--- src/rtl/uart_rx_framer_pkg.sv ---
// Shared UART definitions: framer state encoding and parameter legality check,
// kept here so a future transmitter can reuse them.
package uart_rx_framer_pkg;

  typedef enum logic [2:0] {
    ST_ARM,
    ST_IDLE,
    ST_DATA,
    ST_PARITY,
    ST_STOP
  } rx_state_e;

  function automatic bit uart_params_ok(input int unsigned data_bits,
                                        input int unsigned parity_en,
                                        input int unsigned parity_odd,
                                        input int unsigned stop_bits);
    return (data_bits >= 5) && (data_bits <= 8) &&
           (parity_en <= 1) && (parity_odd <= 1) &&
           (stop_bits >= 1) && (stop_bits <= 2);
  endfunction

endpackage

--- src/rtl/uart_rx_framer_edge.sv ---
// Brings rx_clk into the sample_clk domain and emits one bit_tick pulse per rising edge.
module rx_clk_edge_detect (
  input  logic sample_clk,
  input  logic rst,
  input  logic rx_clk_i,
  output logic bit_tick_o
);

  logic sync1_q, sync2_q, prev_q;

  always_ff @(posedge sample_clk) begin
    if (rst) begin
      sync1_q <= 1'b0;
      sync2_q <= 1'b0;
      prev_q  <= 1'b0;
    end else begin
      sync1_q <= rx_clk_i;
      sync2_q <= sync1_q;
      prev_q  <= sync2_q;
    end
  end

  assign bit_tick_o = sync2_q & ~prev_q;

endmodule

--- src/rtl/uart_rx_framer.sv ---
// UART receive framer: start detection, LSB-first data shift, optional parity,
// stop-bit check and a valid/ready holding register for the completed character.
module uart_rx_framer
  import uart_rx_framer_pkg::*;
#(
  parameter int unsigned DATA_BITS  = 8,
  parameter int unsigned PARITY_EN  = 0,
  parameter int unsigned PARITY_ODD = 0,
  parameter int unsigned STOP_BITS  = 1
) (
  input  logic                 sample_clk,
  input  logic                 rst,
  input  logic                 rx_clk,
  input  logic                 data_bit,
  output logic [DATA_BITS-1:0] rx_data,
  output logic                 rx_valid,
  input  logic                 rx_ready,
  output logic                 rx_frame_err,
  output logic                 rx_parity_err,
  output logic                 rx_overrun,
  output logic                 rx_busy
);

  localparam int unsigned CW = $clog2(DATA_BITS);
  localparam int unsigned SW = (STOP_BITS > 1) ? $clog2(STOP_BITS) : 1;

  if (!uart_params_ok(DATA_BITS, PARITY_EN, PARITY_ODD, STOP_BITS)) begin : g_bad_params
    $error("uart_rx_framer: illegal parameter combination");
  end

  logic bit_tick;

  rx_clk_edge_detect u_edge (
    .sample_clk (sample_clk),
    .rst        (rst),
    .rx_clk_i   (rx_clk),
    .bit_tick_o (bit_tick)
  );

  rx_state_e            state_q, state_d;
  logic [DATA_BITS-1:0] shreg_q, shreg_d;
  logic [CW-1:0]        bit_cnt_q, bit_cnt_d;
  logic [SW-1:0]        stop_cnt_q, stop_cnt_d;
  logic                 par_q, par_d;
  logic                 ferr_q, ferr_d;
  logic                 perr_q, perr_d;
  logic [DATA_BITS-1:0] data_q, data_d;
  logic                 valid_q, valid_d;
  logic                 fe_out_q, fe_out_d;
  logic                 pe_out_q, pe_out_d;
  logic                 ovr_q, ovr_d;
  logic                 complete;
  logic                 load;

  always_comb begin
    state_d    = state_q;
    shreg_d    = shreg_q;
    bit_cnt_d  = bit_cnt_q;
    stop_cnt_d = stop_cnt_q;
    par_d      = par_q;
    ferr_d     = ferr_q;
    perr_d     = perr_q;
    complete   = 1'b0;

    if (bit_tick) begin
      case (state_q)
        ST_ARM: if (data_bit) state_d = ST_IDLE;
        ST_IDLE: begin
          if (!data_bit) begin
            state_d    = ST_DATA;
            bit_cnt_d  = '0;
            stop_cnt_d = '0;
            par_d      = 1'b0;
            ferr_d     = 1'b0;
            perr_d     = 1'b0;
          end
        end
        ST_DATA: begin
          shreg_d   = {data_bit, shreg_q[DATA_BITS-1:1]};
          par_d     = par_q ^ data_bit;
          bit_cnt_d = bit_cnt_q + 1'b1;
          if (bit_cnt_q == CW'(DATA_BITS - 1))
            state_d = (PARITY_EN != 0) ? ST_PARITY : ST_STOP;
        end
        ST_PARITY: begin
          perr_d  = par_q ^ data_bit ^ 1'(PARITY_ODD);
          state_d = ST_STOP;
        end
        ST_STOP: begin
          ferr_d     = ferr_q | ~data_bit;
          stop_cnt_d = stop_cnt_q + 1'b1;
          if (stop_cnt_q == SW'(STOP_BITS - 1)) begin
            complete = 1'b1;
            // A low final stop bit means break or slip: re-arm before trusting a start.
            state_d  = data_bit ? ST_IDLE : ST_ARM;
          end
        end
        default: state_d = ST_ARM;
      endcase
    end
  end

  // A completion coinciding with an accepting handshake replaces the character in place.
  always_comb begin
    load     = complete & (~valid_q | rx_ready);
    valid_d  = load | (valid_q & ~rx_ready);
    data_d   = load ? shreg_d : data_q;
    fe_out_d = load ? ferr_d  : fe_out_q;
    pe_out_d = load ? perr_d  : pe_out_q;
    ovr_d    = complete & valid_q & ~rx_ready;
  end

  always_ff @(posedge sample_clk) begin
    if (rst) begin
      state_q    <= ST_ARM;
      shreg_q    <= '0;
      bit_cnt_q  <= '0;
      stop_cnt_q <= '0;
      par_q      <= 1'b0;
      ferr_q     <= 1'b0;
      perr_q     <= 1'b0;
      data_q     <= '0;
      valid_q    <= 1'b0;
      fe_out_q   <= 1'b0;
      pe_out_q   <= 1'b0;
      ovr_q      <= 1'b0;
    end else begin
      state_q    <= state_d;
      shreg_q    <= shreg_d;
      bit_cnt_q  <= bit_cnt_d;
      stop_cnt_q <= stop_cnt_d;
      par_q      <= par_d;
      ferr_q     <= ferr_d;
      perr_q     <= perr_d;
      data_q     <= data_d;
      valid_q    <= valid_d;
      fe_out_q   <= fe_out_d;
      pe_out_q   <= pe_out_d;
      ovr_q      <= ovr_d;
    end
  end

  assign rx_data       = data_q;
  assign rx_valid      = valid_q;
  assign rx_frame_err  = fe_out_q;
  assign rx_parity_err = pe_out_q;
  assign rx_overrun    = ovr_q;
  assign rx_busy       = (state_q == ST_DATA) || (state_q == ST_PARITY) || (state_q == ST_STOP);

endmodule

--- config.mk ---
export PLATFORM = sky130hd
export DESIGN_NAME = uart_rx_framer
export DESIGN_NICKNAME = d
export VERILOG_FILES = /design/src/rtl/uart_rx_framer_pkg.sv /design/src/rtl/uart_rx_framer_edge.sv /design/src/rtl/uart_rx_framer.sv
export SDC_FILE = /design/constraint.sdc
export NUM_CORES = 1
export LEC_CHECK = 0
export CORE_MARGIN = 2
export CORE_UTILIZATION = 58
export DETAILED_ROUTE_END_ITERATION = 7
export GPL_ROUTABILITY_DRIVEN = 1
export GPL_TIMING_DRIVEN = 0
export PLACE_DENSITY_LB_ADDON = 0.12
export SLEW_MARGIN = 20
export SYNTH_ARGS = -nofsm -noshare
export SYNTH_HDL_FRONTEND = slang
export SYNTH_SLANG_ARGS = --single-unit
--- constraint.sdc ---
create_clock -name sample_clk -period 3.6 [get_ports sample_clk]
set_input_delay 0.72 -clock sample_clk [delete_from_list [all_inputs] [get_ports sample_clk]]
set_output_delay 0.72 -clock sample_clk [all_outputs]
set_load 0.03 [all_outputs]
==> impl_metrics.csv <==
group,metric,value,unit
synthesis,synthArstFlopShare,0,%
floorplanning,core_area,2430,um2
detailed_routing,drtPass1Iterations,4,
worst_setup_path,start_kind,"register",
synthesis,yosys-top-cells-count,"dfxtp_1 (33), a21oi_1 (14), nand3_1 (12)",
worst_setup_path,cp-end-kind,"output port",
cells_and_area,n_fill_cell,211,
power,max-vdd-ir-drop,335,uV
floorplanning,start_util,59.9,%
timing,tightest_slew,535,ps
clocking,ctsHoldBuffers,0,
timing,relSlewSlack,64.1,%
grt,grt_pass1_vias,1152,
synthesis,yosys.area.top_type,"dfxtp_1",
power,p_leak,0.556,nW
worst_hold_path,holdCritPathClass,"register to register",
timing,rsz0062_at_grt,"false",
timing,fmax,0.328,GHz
synthesis,syn-cell-area,1460,um2
synthesis,ys_ff_latch,33,
clocking,cts_sinks,33,
detailed_routing,wl_per_cell,16.1,um
grt,grt_max_degree,11,
detailed_routing,drt-total-wl,3400,um
floorplanning,rows,18,
synthesis,synth_top_area_share,45.3,%
floorplanning,dieArea,2930,um2
placed_design,dp_hpwl,2320,um
cells_and_area,regArea,661,um2
cells_and_area,nets,187,
synthesis,synth_warnings,0,
clocking,clock_tree.root_cell,"clkbuf_4",
clocking,cts_tree,"done",
detailed_routing,drt-initial-drc-count,48,
timing,setup_tns,0,ps
grt,antenna_found_initial,0,
floorplanning,die_h,54.1,um
detailed_routing,vias,1345,
grt,grt_usage,26.6,%
clocking,ctsResizeCount,0,
worst_setup_path,path_class,"register to output port",
cells_and_area,multi_input_area,724,um2
clocking,cts_buffers,5,
power,pwr_density_cell,376,nW/um2
placed_design,port-buffer-count,16,
detailed_routing,drt-vias-per-instance,6.37,
timing,fin_crit,3050,ps
status,status,"finished, final reports clean",
detailed_routing,post-route-drc-count,0,
synthesis,synth-edff-count,0,
timing,post-route-period-util,84.8,%
run,cap_violations,0,
worst_setup_path,crit_required,2880,ps
timing,clock_skew,12.1,ps
cells_and_area,syn_to_final_growth,18.4,%
synthesis,synth_cells,157,
worst_setup_path,worstPathArrival,2330,ps
grt,overflow,0,
synthesis,syn-mean-instance-area,9.28,um2
synthesis,yosysMostFrequentCell,"dfxtp_1",
detailed_routing,ant_nets,0,
cells_and_area,num_antenna_cells,0,
grt,grt_pass1_wl,5460,um
timing,setup_viol_count_final,0,
timing,hold_viol_final,0,
synthesis,synth.area.top_cells,"dfxtp_1 (45%), a41oi_1 (5.4%), a211oi_1 (5.2%)",
timing,slew_violations,0,
clocking,worstSkewPairLatency,350,ps
synthesis,ys.flop_type,"dfxtp_1",
clocking,clockBufferDepth,2,
synthesis,synth_nets,164,
timing,hold_ws,457,ps
synthesis,yosysUniqueCellTypes,38,
placed_design,place_congestion,0.874,
clocking,htreeDepth,2,
cells_and_area,drive_above_1_share,9.39,%
floorplanning,die_x,54.1,um
floorplanning,io_pins,18,
clocking,cts_setup_buffers,0,
clocking,clk_pin_slew,100,ps
synthesis,synth-seq-area-share,45.3,%
worst_setup_path,path_max_fanout,10,
layout by cell type (no fill, tap or decap), drive strengths merged:
cell type | Yosys | routed
nand3b | 2 | 2
clkdlybuf4s50 | 0 | 16
o21ai | 11 | 11
a21o | 1 | 1
nor3 | 3 | 3
buf | 6 | 6
clkinv | 1 | 2
and4 | 1 | 1
or4b | 1 | 1
mux2 | 1 | 1
mux2i | 2 | 2
or3b | 2 | 2
nor3b | 2 | 2
a21oi | 14 | 14
nor4b | 1 | 1
nand4 | 1 | 1
nor2 | 3 | 3
dfxtp | 33 | 33
o32ai | 1 | 1
nor4 | 1 | 1
or3 | 1 | 1
nand2b | 3 | 3
nand3 | 12 | 12
clkbuf | 8 | 15
ha | 2 | 2
inv | 3 | 3
xor2 | 1 | 1
a32oi | 1 | 1
o31ai | 2 | 2
o221ai | 1 | 1
o41ai | 2 | 2
nand2 | 4 | 4
a31oi | 1 | 1
nor2b | 9 | 9
a211oi | 11 | 11
a41oi | 9 | 9
final cells by class:
| class | instances | share of cell area, % |
|---|---|---|
| multi-input combinational | 106 | 42.0 |
| sequential | 33 | 38.3 |
| clock inverter | 1 | 0.290 |
| inverter | 4 | 0.870 |
| buffer | 14 | 3.34 |
| timing repair buffer | 16 | 9.28 |
| tap | 30 | 2.18 |
| clock buffer | 7 | 3.77 |
per-stage QoR:
stage | setup slack [ps] | utilization [%] | std cells | cell area (um2) | total power [mW]
after detailed placement | 972 | 68.1 | 203 | 1660 | 0.414
final | 549 | 70.9 | 211 | 1730 | 0.649
after global routing | 441 | 70.9 | 211 | 1730 | 0.671
after CTS | 578 | 70.9 | 211 | 1730 | 0.649
after floorplan | 1600 | - | 157 | 1460 | 0.402
after global placement | 971 | 68.1 | 203 | 1660 | 0.413
per-layer routing:
metal / part of all wire, % / global-route usage [%]
met1: 47 / 34.5
met2: 47 / 41.0
met3: 5.2 / 8.33
met4: 1.2 / 10.0
met5: 0 / 0
cell families (layout without fill, tap and decap cells):
family                     Yosys count  in the layout  synth area share [%]
AOI/OAI and AO/OA                   54             54                  25.0
and+or+nand+nor                     46             46                  20.3
DFF                                 33             33                  45.3
buffers and inverters               18             42                  4.98
muxes                                3              3                  2.15
adders and majority gates            2              2                  1.72
xor gates and xnor gates             1              1                 0.601
registers in the layout, summed over array words and instances, names as in the netlist:
name            count
rx_data             8
shreg_q             8
bit_cnt_q           3
state_q             3
ferr_q              1
par_q               1
perr_q              1
rx_frame_err        1
rx_overrun          1
rx_parity_err       1
rx_valid            1
stop_cnt_q          1
u_edge.prev_q       1
u_edge.sync1_q      1
u_edge.sync2_q      1
final timing paths:
kind / startpoint / endpoint / slack, ps / cells past startpoint
setup / recovery: state_q[2] / rx_busy / 550 / 4
hold / removal: u_edge.sync1_q / u_edge.sync2_q / 460 / 1
setup reg to reg: state_q[1] / rx_data[6] / 1860 / 3
hold reg to reg: u_edge.sync1_q / u_edge.sync2_q / 460 / 1
critical path, stage by stage (launching register included):
cell	delay, ps
dfxtp_1	360
clkbuf_1	380
clkbuf_1	420
a21o_1	170
clkdlybuf4s50_1	660
report_power, final:
| part | internal, mW | switching [mW] | leakage, nW | total (mW) |
|---|---|---|---|---|
| logic | 0.0128 | 0.0250 | 0.249 | 0.0378 |
| registers | 0.367 | 0.00211 | 0.266 | 0.369 |
| clock network | 0.113 | 0.129 | 0.0413 | 0.242 |
| total | 0.493 | 0.156 | 0.556 | 0.649 |
Power figures use the tool's default switching activity.
